`config.mk`:
```
export PLATFORM = sky130hd
export DESIGN_NAME = scytale_codec_flat
export DESIGN_NICKNAME = d
export VERILOG_FILES = /design/src/rtl/scytale_if.sv /design/src/rtl/scytale_codec.sv /design/src/flat_wrapper.sv
export SDC_FILE = /design/constraint.sdc
export NUM_CORES = 1
export LEC_CHECK = 0
export ABC_AREA = 1
export BUFFER_PORTS_ARGS = -buffer_cell sky130_fd_sc_hd__buf_2
export CORE_MARGIN = 1
export CORE_UTILIZATION = 30
export CTS_CLUSTER_DIAMETER = 100
export CTS_CLUSTER_SIZE = 28
export DETAILED_ROUTE_END_ITERATION = 8
export MAX_ROUTING_LAYER = met4
export SYNTH_ARGS = -nofsm -noshare
export SYNTH_HDL_FRONTEND = slang
export SYNTH_SLANG_ARGS = --single-unit
```
`constraint.sdc`:
```
create_clock -name clk -period 6.1 [get_ports clk]
set_clock_uncertainty 0.1 [all_clocks]
set_input_delay 1.525 -clock clk [delete_from_list [all_inputs] [get_ports clk]]
set_output_delay 1.525 -clock clk [all_outputs]
set_load 0.03 [all_outputs]
```
`src/rtl/scytale_if.sv`:
```
// scytale_if: character stream, key and status signals of the scytale codec
interface scytale_if #(
  parameter int D_WIDTH   = 8,
  parameter int KEY_WIDTH = 8
);
  logic [D_WIDTH-1:0]   data_i;
  logic                 valid_i;
  logic                 mode_i;
  logic [KEY_WIDTH-1:0] key_N;
  logic [KEY_WIDTH-1:0] key_M;
  logic [D_WIDTH-1:0]   data_o;
  logic                 valid_o;
  logic                 busy;
  logic                 err_o;
  modport master (
    output data_i, valid_i, mode_i, key_N, key_M,
    input  data_o, valid_o, busy, err_o
  );
  modport slave (
    input  data_i, valid_i, mode_i, key_N, key_M,
    output data_o, valid_o, busy, err_o
  );
endinterface

```
`src/rtl/scytale_codec.sv`:
```
// scytale_codec: buffers a message, then emits it transposed as an N x M scytale
module scytale_codec #(
  parameter int                   D_WIDTH       = 8,
  parameter int                   KEY_WIDTH     = 8,
  parameter int                   MAX_NOF_CHARS = 50,
  parameter logic [D_WIDTH-1:0]   START_TOKEN   = 8'hFA
) (
  input logic      clk,
  input logic      rst_n,
  scytale_if.slave bus
);
  localparam int CW = $clog2(MAX_NOF_CHARS + 1);
  localparam logic [CW-1:0] MAXC = CW'(MAX_NOF_CHARS);
  typedef enum logic [1:0] {IDLE, LOAD, EMIT} state_t;
  state_t state, nxt;
  logic [D_WIDTH-1:0] mem [MAX_NOF_CHARS];
  logic [CW-1:0] count, idx;
  logic [KEY_WIDTH-1:0] n_r, m_r, inner, outer, ilim, olim;
  logic [2*KEY_WIDTH-1:0] prod;
  logic mode_r, accept, tok, ok, store, ovf, wrap, last;
  always_comb begin
    prod = {{KEY_WIDTH{1'b0}}, bus.key_N} * {{KEY_WIDTH{1'b0}}, bus.key_M};
    accept = bus.valid_i && state != EMIT;
    tok = accept && bus.data_i == START_TOKEN;
    ok = bus.key_N != '0 && bus.key_M != '0 &&
         {{CW{1'b0}}, prod} == {{2*KEY_WIDTH{1'b0}}, count};
    store = accept && !tok && count != MAXC;
    ovf = accept && !tok && count == MAXC;
    ilim = mode_r ? n_r : m_r;
    olim = mode_r ? m_r : n_r;
    wrap = inner == ilim - KEY_WIDTH'(1);
    last = wrap && outer == olim - KEY_WIDTH'(1);
    nxt = state == EMIT ? (last ? IDLE : EMIT) :
          tok ? (ok ? EMIT : IDLE) : store ? LOAD : state;
  end
  assign bus.busy = state == EMIT;
  assign bus.valid_o = state == EMIT;
  assign bus.data_o = state == EMIT ? mem[idx] : '0;
  always_ff @(posedge clk) begin
    if (store) mem[count] <= bus.data_i;
  end
  // Read index walks base+k*step with the outer counter as base, so no multiplier is needed
  always_ff @(posedge clk) begin
    if (!rst_n) begin
      state <= IDLE;
      count <= '0;
      bus.err_o <= 1'b0;
      mode_r <= 1'b0;
      n_r <= '0;
      m_r <= '0;
      inner <= '0;
      outer <= '0;
      idx <= '0;
    end else begin
      state <= nxt;
      bus.err_o <= (tok && !ok) || ovf;
      if (store) count <= count + CW'(1);
      if (tok) begin
        mode_r <= bus.mode_i;
        n_r <= bus.key_N;
        m_r <= bus.key_M;
        inner <= '0;
        outer <= '0;
        idx <= '0;
        if (!ok) count <= '0;
      end
      if (state == EMIT) begin
        inner <= wrap ? '0 : inner + KEY_WIDTH'(1);
        outer <= wrap ? outer + KEY_WIDTH'(1) : outer;
        idx <= wrap ? CW'(outer + KEY_WIDTH'(1)) : idx + CW'(olim);
        if (last) count <= '0;
      end
    end
  end
endmodule

```
`src/flat_wrapper.sv`:
```
// flat-port wrapper written by rule: the top's interface ports become plain ports
module scytale_codec_flat 
#(
  parameter int                   D_WIDTH       = 8,
  parameter int                   KEY_WIDTH     = 8,
  parameter int                   MAX_NOF_CHARS = 50,
  parameter logic [D_WIDTH-1:0]   START_TOKEN   = 8'hFA
)
  (clk, rst_n, bus_data_i, bus_valid_i, bus_mode_i, bus_key_N, bus_key_M, bus_data_o, bus_valid_o, bus_busy, bus_err_o);
  scytale_if #(.D_WIDTH(D_WIDTH), .KEY_WIDTH(KEY_WIDTH)) bus_i ();
  input logic clk;
  input logic rst_n;
  input wire logic [$bits(bus_i.data_i)-1:0] bus_data_i;
  input wire logic [$bits(bus_i.valid_i)-1:0] bus_valid_i;
  input wire logic [$bits(bus_i.mode_i)-1:0] bus_mode_i;
  input wire logic [$bits(bus_i.key_N)-1:0] bus_key_N;
  input wire logic [$bits(bus_i.key_M)-1:0] bus_key_M;
  output wire logic [$bits(bus_i.data_o)-1:0] bus_data_o;
  output wire logic [$bits(bus_i.valid_o)-1:0] bus_valid_o;
  output wire logic [$bits(bus_i.busy)-1:0] bus_busy;
  output wire logic [$bits(bus_i.err_o)-1:0] bus_err_o;
  assign bus_i.data_i = bus_data_i;
  assign bus_i.valid_i = bus_valid_i;
  assign bus_i.mode_i = bus_mode_i;
  assign bus_i.key_N = bus_key_N;
  assign bus_i.key_M = bus_key_M;
  assign bus_data_o = bus_i.data_o;
  assign bus_valid_o = bus_i.valid_o;
  assign bus_busy = bus_i.busy;
  assign bus_err_o = bus_i.err_o;
  scytale_codec #(.D_WIDTH(D_WIDTH), .KEY_WIDTH(KEY_WIDTH), .MAX_NOF_CHARS(MAX_NOF_CHARS), .START_TOKEN(START_TOKEN)) u_core (.clk(clk), .rst_n(rst_n), .bus(bus_i));
endmodule
```
==> results of run 1 <==
-- flip-flops by register name, indices dropped and copies added, names as in the netlist, named ones only --
signal            flops
u_core.inner          8
u_core.idx            6
u_core.mode_r         1
u_core.bus.err_o      1
u_core.n_r            8
u_core.m_r            8
u_core.state          2
u_core.count          6
u_core.outer          8
u_core.mem          400
-- how the worst min path moves through the flow --
stage | startpoint | to | cells past startpoint
finish | u_core.state[0] | u_core.state[0] | 2
global route | u_core.state[0] | u_core.state[0] | 2
CTS | u_core.state[0] | u_core.state[0] | 2
detailed placement | u_core.state[0] | u_core.state[0] | 2
global placement | u_core.state[0] | u_core.state[0] | 2
floorplan | u_core.state[0] | u_core.state[0] | 2
-- cell families after synthesis --
logic type	synth area share [%]
multiplexers	0.0455
buffers and inverters	6.15
AO/OA/AOI/OAI	11.0
adder cells (fa/ha/maj)	6.04
flip-flops	59.5
XOR/XNOR	0.757
AND/OR/NAND/NOR	16.5
-- routing by layer --
layer | track usage (%) | wire (microns) | up-vias
met2 | 23.6 | 25500 | 455
li1 | - | - | 7377
met4 | 3.43 | 1150 | 0
met3 | 2.17 | 3220 | 70
met5 | - | 0 | -
met1 | 20.6 | 25300 | 7458
-- final cells by class --
class,instances,area (sq um),share of cell area [%]
Clock inverter,3,43.8,0.185
Inverter,215,820,3.47
Timing Repair Buffer,64,410,1.74
Clock buffer,24,515,2.18
Tap cell,950,1190,5.03
Antenna cell,3,7.51,0.0318
Multi-Input combinational cell,1375,7550,31.9
Sequential cell,454,13100,55.4
-- where the power goes --
| group | total [mW] | switching, mW | internal (mW) | leakage [nW] |
|---|---|---|---|---|
| clock network | 1.57 | 0.949 | 0.620 | 0.271 |
| logic | 0.860 | 0.572 | 0.288 | 4.47 |
| registers | 3.40 | 0.0100 | 3.39 | 4.04 |
-- critical path: cells and delay by family, from the launching register on --
kind                   cells  cell delay, ns
flip-flops                 1            0.44
buffers and inverters      2            1.04
AO/OA/AOI/OAI              5            1.20
AND/OR/NAND/NOR            3            0.24
-- cell usage after synthesis, types with 24 or more instances --
master | count | area (sq um)
a21oi_1 | 33 | 165
clkbuf_1 | 87 | 327
dfxtp_1 | 54 | 1080
edfxtp_1 | 400 | 12000
fa_1 | 37 | 741
ha_1 | 47 | 588
inv_1 | 206 | 773
nand2_1 | 316 | 1190
nand3_1 | 134 | 671
nor2_1 | 360 | 1350
o211ai_1 | 24 | 180
o21ai_0 | 219 | 1100
o221ai_1 | 62 | 543
o22ai_1 | 26 | 163
-- per-stage QoR --
stage	setup slack [ns]	instance area (sq um)
floorplan	0.637	22000
global placement	0.447	23100
detailed placement	0.411	23100
CTS	0.917	23600
global route	0.617	23600
finish	0.928	23600
==> impl_results.md, run 1 <==
* Status: completed
* Worst-margin pin slew at ~1.1 ns
* IO Pins at 39
* R2R Setup Slk at 2.28 ns
* Synth-to-Final Area Change at 7.45%
* Routability cong. at 0.851
* Max-cap violations at 0
* Post-route clock period utilization at 84.8%
* CTS H-tree depth at 1
* FF+latch count, synth at roughly 450
* Cts bufs inserted at 20
* 1st-pass router iterations at 5
* PortBufs at 38
* CTS tree: yes
* Power consumption at 5.83 mW
* Clk sinks at ~450
* Final hold slack at between 0.3 and 0.4 ns
* Iter 0 DRT Violations at between 1000 and 1500
* Fin. Hold Viols at 0
* Critical path required time at around 4.5 ns
* Detailed Route WL at 55.2 mm
* Crit Path Class: flop to primary output
* Mapped cell area at 0.0220 sq mm
* Crit path time final at 5.17 ns
* Post-cts sizing count at 0
* Total grt overflow at 0
* Vias at 15360
* Fillers at 7200
* Fin nets at 2242
* Register area share after synthesis at 59.5%
* Number of library cell types mapped by synthesis at a little under 50
* Pwr per Cell Area at about 250 mW/mm^2
* Maximum vdd drop at about 0.00015 V
* Clk root buf: clkbuf_16
* Residual DRC count at 0
* Cell count after synthesis at 2162
* Syn Nets at 2274
* CP max stage delay at between 0.7 and 0.8 ns
* Commonest non-fill, non-tap cell in the layout: edfxtp_1
* Setup violators final at 0
* Fmax at approximately 190 MHz
* Initial Util at 30.6%
* Post-route insts no fill at between 3000 and 4000
* Vias in the first global route at ~15000
* Dpl cells at roughly 3100
* Avg WL per Cell at about 18 microns
* CP endpoint kind: primary output
* Hold crit path type: flop to flop
* Post-route ant nets at 0
* Top FF cell, synth: edfxtp_1
* Data arrival, critical path at between 3 and 4 ns
* Utilization after layout at approximately 33%
* Clock Latency Late Sink at 0.57 ns
* Initial antenna violation count at 2
* Async S/R FF share, synth at 0%
* Worst R2R Start: u_core.state[0]
* Number of synthesis warnings at 0
* Max-slew headroom at between 20% and 30%
* Postcts setup bufs at 0
* P_leak at ~8.8 nW
* Final Max Slew Viols at 0
* Syn avg cell area at 10.2 sq um
* CP cell instances: buf_4 > o21ai_0 > o22ai_1 > nor2_1 > o22ai_1 > nand2_1 > o21ai_0 > nand2_1 > a21oi_1 > buf_2
* Die Area at approximately 0.074 sq mm
* Largest net degree at the start of global routing at around 100
* Most frequent cells in the layout: edfxtp_1, nor2_1, nand2_1
* Core area at between 0.07 and 0.08 sq mm
* Clock buffer depth at 3
* RSZ-0062 raised after global routing: false
* Layout cells sized above 1 at around 6%
* Number of synthesized flops with an enable pin at 400
* First-pass GRT wire length at between 80 and 90 mm
* CP endpoint: bus_data_o[0]
* GRT Total Usage at between 15 and 20%
* Startpoint types: flop
* Post-DP HPWL at 35.1 mm
* Die height at 273 microns
* CTS Hold Bufs at 0
* Worst r2r path cells at 8
* Rows at 98
* Slowest cell on the critical path: buf_4
* Via density at approximately 5.0
* Die W at around 270 microns
* Setup TNS at 0 ns
* Maximum fanout along the worst path at approximately 100
* CTS clk-pin slew, worst paths at 0.10 ns
* Critical R2R Capture: u_core.mem[33][6]
(Power assumes the default switching activity.)
==> run 2, diff against run 1 <==
Clock period 6.1 ns to 4.35 ns, I/O delays scaled along.
==> run 2 against run 1 <==
- the run now ends with negative setup slack left
- worst hold slack better by 0.013 ns
- setup slack worse by 1.0 ns
- via count is 3.5% higher
- total power is 51% higher
- final cell count is 3.4% higher
- sequential share of layout area is 2.8 points lower
- die area stayed put
==> impl_results.md, run 2 (same netlist as run 1, synthesis figures left out) <==
* Critical path required time at approximately 4.8 ns
* Sequential group share of total power at 54.3%
* Total grt overflow at 0
* CTS clk-pin slew, worst paths at 0.11 ns
* Largest Register: u_core.mem
* Clk root buf: clkbuf_16
* Failing checks: negative setup slack
* Commonest non-fill, non-tap cell in the layout: edfxtp_1
* CP endpoint kind: flop
* Slowest cell on the critical path: fa_1
* Post-route clock period utilization at 102%
* Routability cong. at 0.862
* Crit Path Class: primary input to flop
* Die height at 273 microns
* Initial antenna violation count at 2
* Clock Latency Late Sink at 0.56 ns
* Post-route ant nets at 0
* Cts bufs inserted at 20
* Clk sinks at roughly 450
* Max-cap violations at 0
* Fin nets at 2348
* Startpoint types: primary input
* Die W at about 270 microns
* Avg WL per Cell at 17.8 microns
* CTS H-tree depth at 1
* GRT Max-Usage Layer: met2
* M1 GR Usage at about a fifth
* Setup violators final at 8
* P_leak at roughly 9.4 nW
* Synth-to-Final Area Change at 13.3%
* Comb pwr share at slightly above 20%
* Residual DRC count at 0
* Hold crit path type: flop to flop
* Largest net degree at the start of global routing at 92
* Die Area at around 0.074 sq mm
* Net switching power figure at approximately 2.4 mW
* Post-DP HPWL at between 30 and 40 mm
* CP cell instances: buf_6 > nand2_4 > inv_2 > fa_1 > inv_2 > fa_1 > fa_1 > fa_1 > inv_2 > ha_4 > nand2_4 > inv_2 > a21oi_2 > nand2_2 > xor2_2 > inv_1 > nand3_2 > nor2_2 > nand3_1 > nand2_2 > nand3b_1 > inv_1
* Status: complete, but fails checks
* Fmax at around 230 MHz
* Largest register FFs at 400
* CTS tree: yes
* IO Pins at 39
* 1st-pass router iterations at 6
* Core area at between 0.07 and 0.08 sq mm
* CTS Hold Bufs at 0
* Via density at around 5.0
* Vias in the first global route at 15423
* Iter 0 DRT Violations at approximately 1400
* Final Max Slew Viols at 0
* Met3 usage at 2.02%
* Clock buffer depth at 3
* First-pass GRT wire length at roughly 87 mm
* Layout cells sized above 1 at between 10% and 20%
* Vias at about 16000
* Initial Util at 30.6%
* Power Internal at 6.40 mW
* Sw Ratio at between 20% and 30%
* Crit path time final at about 4.4 ns
* Utilization after layout at 34.6%
* Pre-CTS setup slack at -0.685 ns
* Pwr per Cell Area at 353 mW/mm^2
* Setup WS post-layout at -0.0789 ns
* Met2 Resource Use GR at 24.7%
* RSZ-0062 raised after global routing: true
* Worst-margin pin slew at between 0.8 and 0.9 ns
* Max-slew headroom at about 42%
* Maximum vdd drop at between 0.0002 and 0.0003 V
* PortBufs at 38
* Rows at between 90 and 100
* Fin. Hold Viols at 0
* Detailed Route WL at 56.7 mm
* Most frequent cells in the layout: edfxtp_1, nor2_1, nand2_1
* Maximum fanout along the worst path at 7
* Data arrival, critical path at 4.84 ns
* Clock network power share at 25.2%
* GRT Total Usage at around 15%
* CP max stage delay at around 0.55 ns
-- run 2: what timing repair did --
item | CTS | global route
setup buffers | 0 | 2
gates cloned | 0 | 1
setup endpoints to repair | 10 | 15
pin swaps | 7 | 31
resized for setup | 18 | 89
endpoints found under the hold margin | 0 | 0
-- run 2: worst paths after layout --
| kind | to | slack [ns] | start | cells past startpoint |
|---|---|---|---|---|
| worst max-delay path | u_core.count[0] | -0.08 | bus_key_N[6] | 22 |
| worst min register to register | u_core.state[0] | 0.38 | u_core.state[0] | 2 |
| worst max register to register | u_core.count[3] | 1.17 | u_core.mode_r | 16 |
| worst min-delay path | u_core.state[0] | 0.38 | u_core.state[0] | 2 |
-- run 2: metrics by stage --
stage                     hold WS [ns]  TNS (ns)  area [sq um]  cells  total power [mW]
after floorplan                  0.331     -2.53         22200   2162              5.84
after global placement           0.342     -4.96         24000   3161              6.39
after detailed placement         0.356     -5.30         24000   3161              6.40
after CTS                        0.373         0         24600   3188              8.60
after global routing             0.410     -1.94         24900   3193              9.18
final                            0.378    -0.463         24900   3193              8.79
-- run 2: final cells by class --
type	count	area, sq um
multi-input combinational	1375	7840
antenna	2	5.00
clock buffer	24	515
timing repair buffer	170	1390
inverter	215	827
clock inverter	3	43.8
fill	7170	47100
tap	950	1190
sequential	454	13100
-- run 2: power groups by stage --
stage / Combinational (mW) / Clock [mW] / Sequential (mW)
global placement: 1.51 / 0 / 4.87
detailed placement: 1.53 / 0 / 4.87
CTS: 1.58 / 2.25 / 4.77
global route: 2.01 / 2.39 / 4.78
floorplan: 0.972 / 0 / 4.87
finish: 1.80 / 2.21 / 4.77
-- run 2: critical path: cells and delay by family --
family	cells	cell delay [ns]
buffers and inverters	7	0.38
adders and majority gates	5	2.27
AOI/OAI and AO/OA	1	0.13
xor gates and xnor gates	1	0.19
and+or+nand+nor	8	0.76
-- run 2: metal layers --
metal	up-vias	part of all wire (%)
met1	7767	45
li1	7587	-
met5	-	0
met2	468	47
met4	0	2.0
met3	72	5.7
